### src/rtl/instr_decode_fsm.sv
// Control unit for the 16-bit datapath: holds one instruction in IR and walks
// the register file / A / B / shifter / ALU / C / status controls one state per cycle.
module instr_decode_fsm #(
  parameter int WIDTH = 16
) (
  input  logic             clk,
  input  logic             reset,
  input  logic             s,
  input  logic             load,
  input  logic [WIDTH-1:0] in,
  output logic             w,
  output logic [2:0]       readnum,
  output logic [2:0]       writenum,
  output logic             write,
  output logic [1:0]       vsel,
  output logic             loada,
  output logic             loadb,
  output logic             asel,
  output logic             bsel,
  output logic [1:0]       shift,
  output logic [1:0]       ALUop,
  output logic             loadc,
  output logic             loads,
  output logic [WIDTH-1:0] sximm8
);

  typedef enum logic [2:0] {
    S_WAIT,
    S_DECODE,
    S_WIMM,
    S_GETA,
    S_GETB,
    S_COMPUTE,
    S_CMPS,
    S_WREG
  } state_t;

  state_t           state;
  state_t           next_state;
  logic [WIDTH-1:0] ir;

  logic [2:0] opcode;
  logic [1:0] op;
  logic [2:0] rn;
  logic [2:0] rd;
  logic [1:0] sh;
  logic [2:0] rm;
  logic       is_alu;
  logic       is_mov_reg;
  logic       is_mvn;
  logic       is_and;
  logic       is_cmp;

  assign opcode = ir[15:13];
  assign op     = ir[12:11];
  assign rn     = ir[10:8];
  assign rd     = ir[7:5];
  assign sh     = ir[4:3];
  assign rm     = ir[2:0];

  assign is_alu     = (opcode == 3'b101);
  assign is_mov_reg = (opcode == 3'b110) && (op == 2'b00);
  assign is_mvn     = is_alu && (op == 2'b11);
  assign is_and     = is_alu && (op == 2'b10);
  assign is_cmp     = is_alu && (op == 2'b01);

  assign sximm8 = {{(WIDTH-8){ir[7]}}, ir[7:0]};

  // IR only opens in WAIT, so it stays frozen while an instruction runs.
  always_ff @(posedge clk or posedge reset) begin
    if (reset) begin
      state <= S_WAIT;
      ir    <= '0;
    end else begin
      state <= next_state;
      if (state == S_WAIT && load) begin
        ir <= in;
      end
    end
  end

  always_comb begin
    next_state = state;
    w          = 1'b0;
    readnum    = 3'd0;
    writenum   = 3'd0;
    write      = 1'b0;
    vsel       = 2'b00;
    loada      = 1'b0;
    loadb      = 1'b0;
    asel       = 1'b1;
    bsel       = 1'b0;
    shift      = 2'b00;
    ALUop      = 2'b00;
    loadc      = 1'b0;
    loads      = 1'b0;

    case (state)
      S_WAIT: begin
        w = 1'b1;
        if (s) next_state = S_DECODE;
      end
      S_DECODE: begin
        if (opcode == 3'b110 && op == 2'b10)      next_state = S_WIMM;
        else if (is_mov_reg)                      next_state = S_GETB;
        else if (is_alu && op != 2'b11)           next_state = S_GETA;
        else if (is_mvn)                          next_state = S_GETB;
        else                                      next_state = S_WAIT;
      end
      S_WIMM: begin
        writenum   = rn;
        vsel       = 2'b10;
        write      = 1'b1;
        next_state = S_WAIT;
      end
      S_GETA: begin
        readnum    = rn;
        loada      = 1'b1;
        next_state = S_GETB;
      end
      S_GETB: begin
        readnum    = rm;
        loadb      = 1'b1;
        next_state = is_cmp ? S_CMPS : S_COMPUTE;
      end
      S_COMPUTE: begin
        shift      = sh;
        loadc      = 1'b1;
        // MOV-reg and MVN feed zero on the A side so only B reaches the result.
        asel       = !(is_mov_reg || is_mvn);
        if (is_mvn)      ALUop = 2'b11;
        else if (is_and) ALUop = 2'b10;
        else             ALUop = 2'b00;
        next_state = S_WREG;
      end
      S_CMPS: begin
        shift      = sh;
        ALUop      = 2'b01;
        loads      = 1'b1;
        next_state = S_WAIT;
      end
      S_WREG: begin
        writenum   = rd;
        write      = 1'b1;
        next_state = S_WAIT;
      end
      default: next_state = S_WAIT;
    endcase
  end

endmodule

### config.mk
export PLATFORM = sky130hd
export DESIGN_NAME = instr_decode_fsm
export DESIGN_NICKNAME = d
export VERILOG_FILES = /design/src/rtl/instr_decode_fsm.sv
export SDC_FILE = /design/constraint.sdc
export NUM_CORES = 1
export LEC_CHECK = 0
export CAP_MARGIN = 20
export CORE_ASPECT_RATIO = 1.75
export CORE_UTILIZATION = 40
export CTS_CLUSTER_DIAMETER = 80
export CTS_CLUSTER_SIZE = 12
export DETAILED_ROUTE_END_ITERATION = 6
export PLACE_DENSITY = 0.76
export SYNTH_ARGS = -nofsm -noshare
export SYNTH_HDL_FRONTEND = slang
export SYNTH_SLANG_ARGS = --single-unit
export TNS_END_PERCENT = 50
### constraint.sdc
create_clock -name clk -period 1.79 [get_ports clk]
set_clock_uncertainty 0.1 [all_clocks]
set_input_delay 0.2685 -clock clk [delete_from_list [all_inputs] [get_ports clk]]
set_output_delay 0.2685 -clock clk [all_outputs]
set_load 0.05 [all_outputs]
==> run summary, run 1 <==
largest fanout on the critical path -> 8
final hold vios -> 0
Worst R2R Setup Slack -> -0.01 ns
Iteration-0 DRC Markers -> 25
CP Cell Sequence -> nor2b_4 -> a41oi_2 -> nor2b_2 -> buf_12
Yosys top cell by area -> dfrtp_1
main flop type after synthesis -> dfrtp_1
DRC viols -> 0
sequential share of the synthesized area -> 40.8%
Nets -> 199
GP Congestion -> 0.904
sw power -> 2060 uW
fin worst setup slack -> -0.0640 ns
DR vias/cell -> 5.34
via count -> 1,094
Clock Tree Root -> clkbuf_8
Critical Path Source -> state[0]
CP peak stage delay -> 0.49 ns
synthesized area -> 1160 sq um
Ports -> 56
Setup CP Type -> register to output port
dpl ws -> 0.0491 ns
DR pass1 iterations -> 4
total global routing overflow -> 0
Int Power -> 2250 uW
vias in the first global route -> 1,116
Post-Route WL -> 3300 um
final-report setup violation count -> 11
Hold Path Class -> input port to async pin
# port buffers -> 53
global-route wire length before repair -> 4820 um
f_max -> 0.539 GHz
critical path data arrival time -> 1.49 ns
Avg Cell Area, Syn -> 9.63 sq um
Sequential Power Share -> 20.6%
synth unique cells -> 28
diode count -> 0
Synth-to-Final Area Change -> 84.2%
Num CTS Buffers -> 3
layout cells sized above 1 -> 55.1%
hold slack -> 0.229 ns
PD cells -> 2010 nW/um^2
max-cap violations -> 0
total power -> 4310 uW
initial antenna violation count -> 0
post-synth top area share -> 40.8%
status -> complete, but fails checks
Post-synth EDFFs -> 0
later-pin clock latency in the skew report -> 0.26 ns
Buf/Inv on CP -> 1
YS warnings -> 0
hpwl dp -> 2200 um
row count -> 25
Post-Syn Instances -> 121
asr flop ratio synth -> 100%
Tmin final -> 1.85 ns
largest net degree at the start of global routing -> 21
TNS Setup -> -0.140 ns
failing checks -> setup timing
Placed Area -> 1920 sq um
worst reg2reg startpoint -> state[0]
worst path required time -> 1.42 ns
peak supply drop -> 1.48 mV
Starting Density -> 42.8%
htree depth -> 1
post-route ant nets -> 0
R2R Path End -> ir[15]
combinational power share -> 72.4%
#FFs+latches synth -> 19
CTS clock-pin slew for the worst setup and hold paths -> 0.07 ns
detailed-route wire length per cell -> 16.1 um
Crit-path slowest cell -> dfrtp_2
clk sinks -> 19
CP delay by family, top -> flip-flops
CTS tree -> built
All-Layer GR Usage -> 20.6%
core box area -> 2720 sq um
Worst setup SP type -> register
Clock Power Share -> 7.0%
P_leak -> 0.000933 uW
period utilisation layout -> 104%
top cells by area, synth -> dfrtp_1, buf_4, mux2_2
Die Wd -> 42.8 um
Hold Buf Count CTS -> 0
switching share of power -> 47.8%
path depth of the worst reg2reg path -> 5
CTS max path bufs -> 2
die area -> 3140 sq um
Design Area, Final -> 2150 sq um
unrepaired setup endpoints after global routing -> true
max-slew violations -> 0
Worst setup EP type -> output port
Die Span Y -> 73.4 um
[area by class of cell]
| type | instances | area (sq um) |
|---|---|---|
| Timing Repair Buffer | 75 | 965 |
| Multi-Input combinational cell | 74 | 599 |
| Fill cell | 152 | 576 |
| Sequential cell | 19 | 480 |
| Clock buffer | 4 | 45.0 |
| Tap cell | 27 | 33.8 |
| Inverter | 6 | 22.5 |
[routing by layer]
layer / GRT usage, % / wire length (um) / share of wire [%]
met3: 3.93 / 138 / 4.2
met2: 38.6 / 1980 / 60
met4: 15.6 / 119 / 3.6
met1: 18.5 / 1060 / 32
met5: 0 / 0 / 0
[metrics by stage]
| step | utilization (%) | instances |
|---|---|---|
| 2_1_floorplan | - | 122 |
| 5_1_grt | 78.9 | 205 |
| 4_1_cts | 76.1 | 200 |
| 6_report | 78.9 | 205 |
| 3_5_place_dp | 70.6 | 189 |
| 3_3_place_gp | 70.6 | 189 |
[state kept, by name, summed over array words and instances, names as in the netlist]
| register | flops |
|---|---|
| state | 3 |
| ir | 16 |
[how the worst max path moves through the flow]
stage	to	slack, ns	depth (start not counted)
floorplan	ALUop[1]	-0.22	3
global placement	ir[1]	0.08	4
detailed placement	ir[7]	0.05	4
CTS	ALUop[0]	-0.03	4
global route	ALUop[0]	-0.10	4
finish	ALUop[0]	-0.06	4
[worst reg2reg max path: cells and delay by family (launching register included)]
| family | cells | cell delay (ns) |
|---|---|---|
| buffers and inverters | 3 | 0.49 |
| and+or+nand+nor | 1 | 0.25 |
| muxes | 1 | 0.35 |
| DFF | 1 | 0.49 |
[logic make-up after synthesis]
kind of cell,synth area share (%)
AO/OA/AOI/OAI,12.2
buffers and inverters,17.2
flip-flops,40.8
multiplexers,11.6
other,0.322
AND/OR/NAND/NOR,17.8
[layout by cell type (no fill, tap or decap), types with 2 or more instances in the layout]
master            n
nor2_4            3
clkdlybuf4s50_1  19
nor2b_2           2
conb_1            2
a22o_1            2
o21ai_0           5
dfrtp_2           4
a21oi_1           4
mux2_2           11
inv_1             6
nand2_2           3
buf_12           28
a21boi_2          2
buf_4            27
o21ai_1           2
nand2_1          10
clkbuf_8          3
nor2_1            4
nand3_1           2
nor2_2            2
dfrtp_1          15
[synthesized netlist by cell type, types with 2 or more instances]
cell type and n:
buf_4 20, dfrtp_1 19, nand2_1 13, mux2_2 12, nor2_1 9, o21ai_0 7, inv_1 6, a21oi_1 4
a21boi_0 3, a22o_1 3, nor2b_1 3, and2_1 2, and3b_1 2, buf_6 2, nand2b_1 2, nand3_1 2
[power groups by stage]
stage | registers (uW) | clock network [uW] | logic [uW]
global placement | 866 | 0 | 2730
global route | 926 | 322 | 3260
detailed placement | 881 | 0 | 2780
finish | 888 | 301 | 3120
floorplan | 817 | 0 | 1890
CTS | 879 | 308 | 2950
[repair_timing]
item	CTS	global route
gates cloned	0	0
pin swaps	3	6
resized for setup	17	11
setup endpoints to repair	15	23
hold endpoints to repair	0	0
setup buffers	7	5
(Power assumes the default switching activity.)
==> run 2, diff against run 1 <==
--- a/config.mk
+++ b/config.mk
@@ -12,6 +12,7 @@
 export CTS_CLUSTER_SIZE = 12
 export DETAILED_ROUTE_END_ITERATION = 6
 export PLACE_DENSITY = 0.76
+export SKIP_CTS_REPAIR_TIMING = 1
 export SYNTH_ARGS = -nofsm -noshare
 export SYNTH_HDL_FRONTEND = slang
 export SYNTH_SLANG_ARGS = --single-unit
==> run 2 against run 1 <==
The flow still finishes with violations (setup timing). First-iteration DRC count decreased by 76%. Setup slack improved by 0.0082 ns. Core utilization rose by 1.6 points. Global-route usage shrank 1.6 points. Largest power group unchanged.
==> run summary, run 2 (same netlist as run 1, synthesis figures left out) <==
status -> complete, but fails checks
failing checks -> setup timing
Worst setup SP type -> register
via count -> 1,116
later-pin clock latency in the skew report -> 0.26 ns
max-cap violations -> 0
P_leak -> 0.000951 uW
detailed-route wire length per cell -> 15.8 um
Die Wd -> 42.8 um
CTS max path bufs -> 2
Tmin final -> 1.85 ns
core box area -> 2720 sq um
Iteration-0 DRC Markers -> 6
DR pass1 iterations -> 4
row count -> 25
Post-Route WL -> 3290 um
Ports -> 56
max-slew violations -> 0
final hold vios -> 0
largest fanout on the critical path -> 5
Placed Area -> 1920 sq um
total power -> 4400 uW
max reg flops -> 16
Regs by FF count -> ir (16), state (3)
path depth of the worst reg2reg path -> 5
CTS tree -> built
Num CTS Buffers -> 3
vias in the first global route -> 1,014
worst path required time -> 1.42 ns
period utilisation layout -> 103%
most common library cell in the layout ignoring fill and taps -> buf_12
DRC viols -> 0
die area -> 3140 sq um
fin worst setup slack -> -0.0558 ns
initial antenna violation count -> 0
CTS clock-pin slew for the worst setup and hold paths -> 0.07 ns
clk sinks -> 19
Starting Density -> 42.8%
All-Layer GR Usage -> 19.0%
peak supply drop -> 1.61 mV
dpl ws -> 0.0491 ns
Biggest register -> ir
f_max -> 0.542 GHz
Critical Path Source -> state[0]
post-route ant nets -> 0
GP Congestion -> 0.904
global-route wire length before repair -> 4460 um
hpwl dp -> 2200 um
unrepaired setup endpoints after global routing -> true
# fillers -> 150
PD cells -> 2010 nW/um^2
worst reg2reg startpoint -> state[0]
diode count -> 0
Synth-to-Final Area Change -> 88.0%
DR vias/cell -> 5.37
Design Area, Final -> 2190 sq um
Worst R2R Setup Slack -> -0.03 ns
htree depth -> 1
Hold Path Class -> input port to async pin
most frequent cells in the layout -> buf_12, buf_4, clkdlybuf4s50_1
final-report setup violation count -> 20
Clock Tree Root -> clkbuf_8
total global routing overflow -> 0
layout cells sized above 1 -> 54.1%
Setup CP Type -> register to output port
largest net degree at the start of global routing -> 21
Nets -> 202
Die Span Y -> 73.4 um
critical path data arrival time -> 1.48 ns
Worst setup EP type -> output port
# port buffers -> 53
-- run 2: cell type report --
type	count	area [sq um]	area share, %
Clock buffer	4	45.0	2.06
Inverter	6	22.5	1.03
Multi-Input combinational cell	74	598	27.3
Sequential cell	19	480	21.9
Tap cell	27	33.8	1.54
Timing Repair Buffer	78	1010	46.1
-- run 2: path summary, 6_finish.rpt --
path                                to
setup / recovery           writenum[2]
hold / removal                  ir[11]
setup reg to reg                ir[11]
hold reg to reg                  ir[8]
max in group asynchronous       ir[12]
min in group clk                 ir[8]
-- run 2: worst max-delay path: stages (launching register included) --
cell	delay [ns]
dfrtp_2	0.45
buf_6	0.15
nor2_4	0.16
nand2_1	0.10
a21boi_2	0.21
buf_12	0.16
-- run 2: per-layer routing --
layer	GRT usage, %	up-vias	part of all wire (%)
met5	0	-	0
met4	12.2	0	3.1
met3	3.69	9	4.5
met2	35.9	49	58
met1	17.7	546	35
li1	-	512	-
-- run 2: power by group --
group          internal (uW)  total, uW  switching [uW]  leakage, uW
Clock                    159        301             142    0.0000228
Sequential               648        871             223     0.000224
Combinational           1510       3220            1710     0.000705
Total                   2320       4400            2080     0.000951
-- run 2: stage by stage --
step,hold slack [ns],cells,setup TNS (ns),util [%]
CTS,0.234,193,-1.75,72.3
global route,0.259,208,-1.71,80.5
floorplan,0.120,122,-1.09,-
finish,0.223,208,-0.412,80.5
detailed placement,0.433,189,0,70.6
global placement,0.420,189,0,70.6
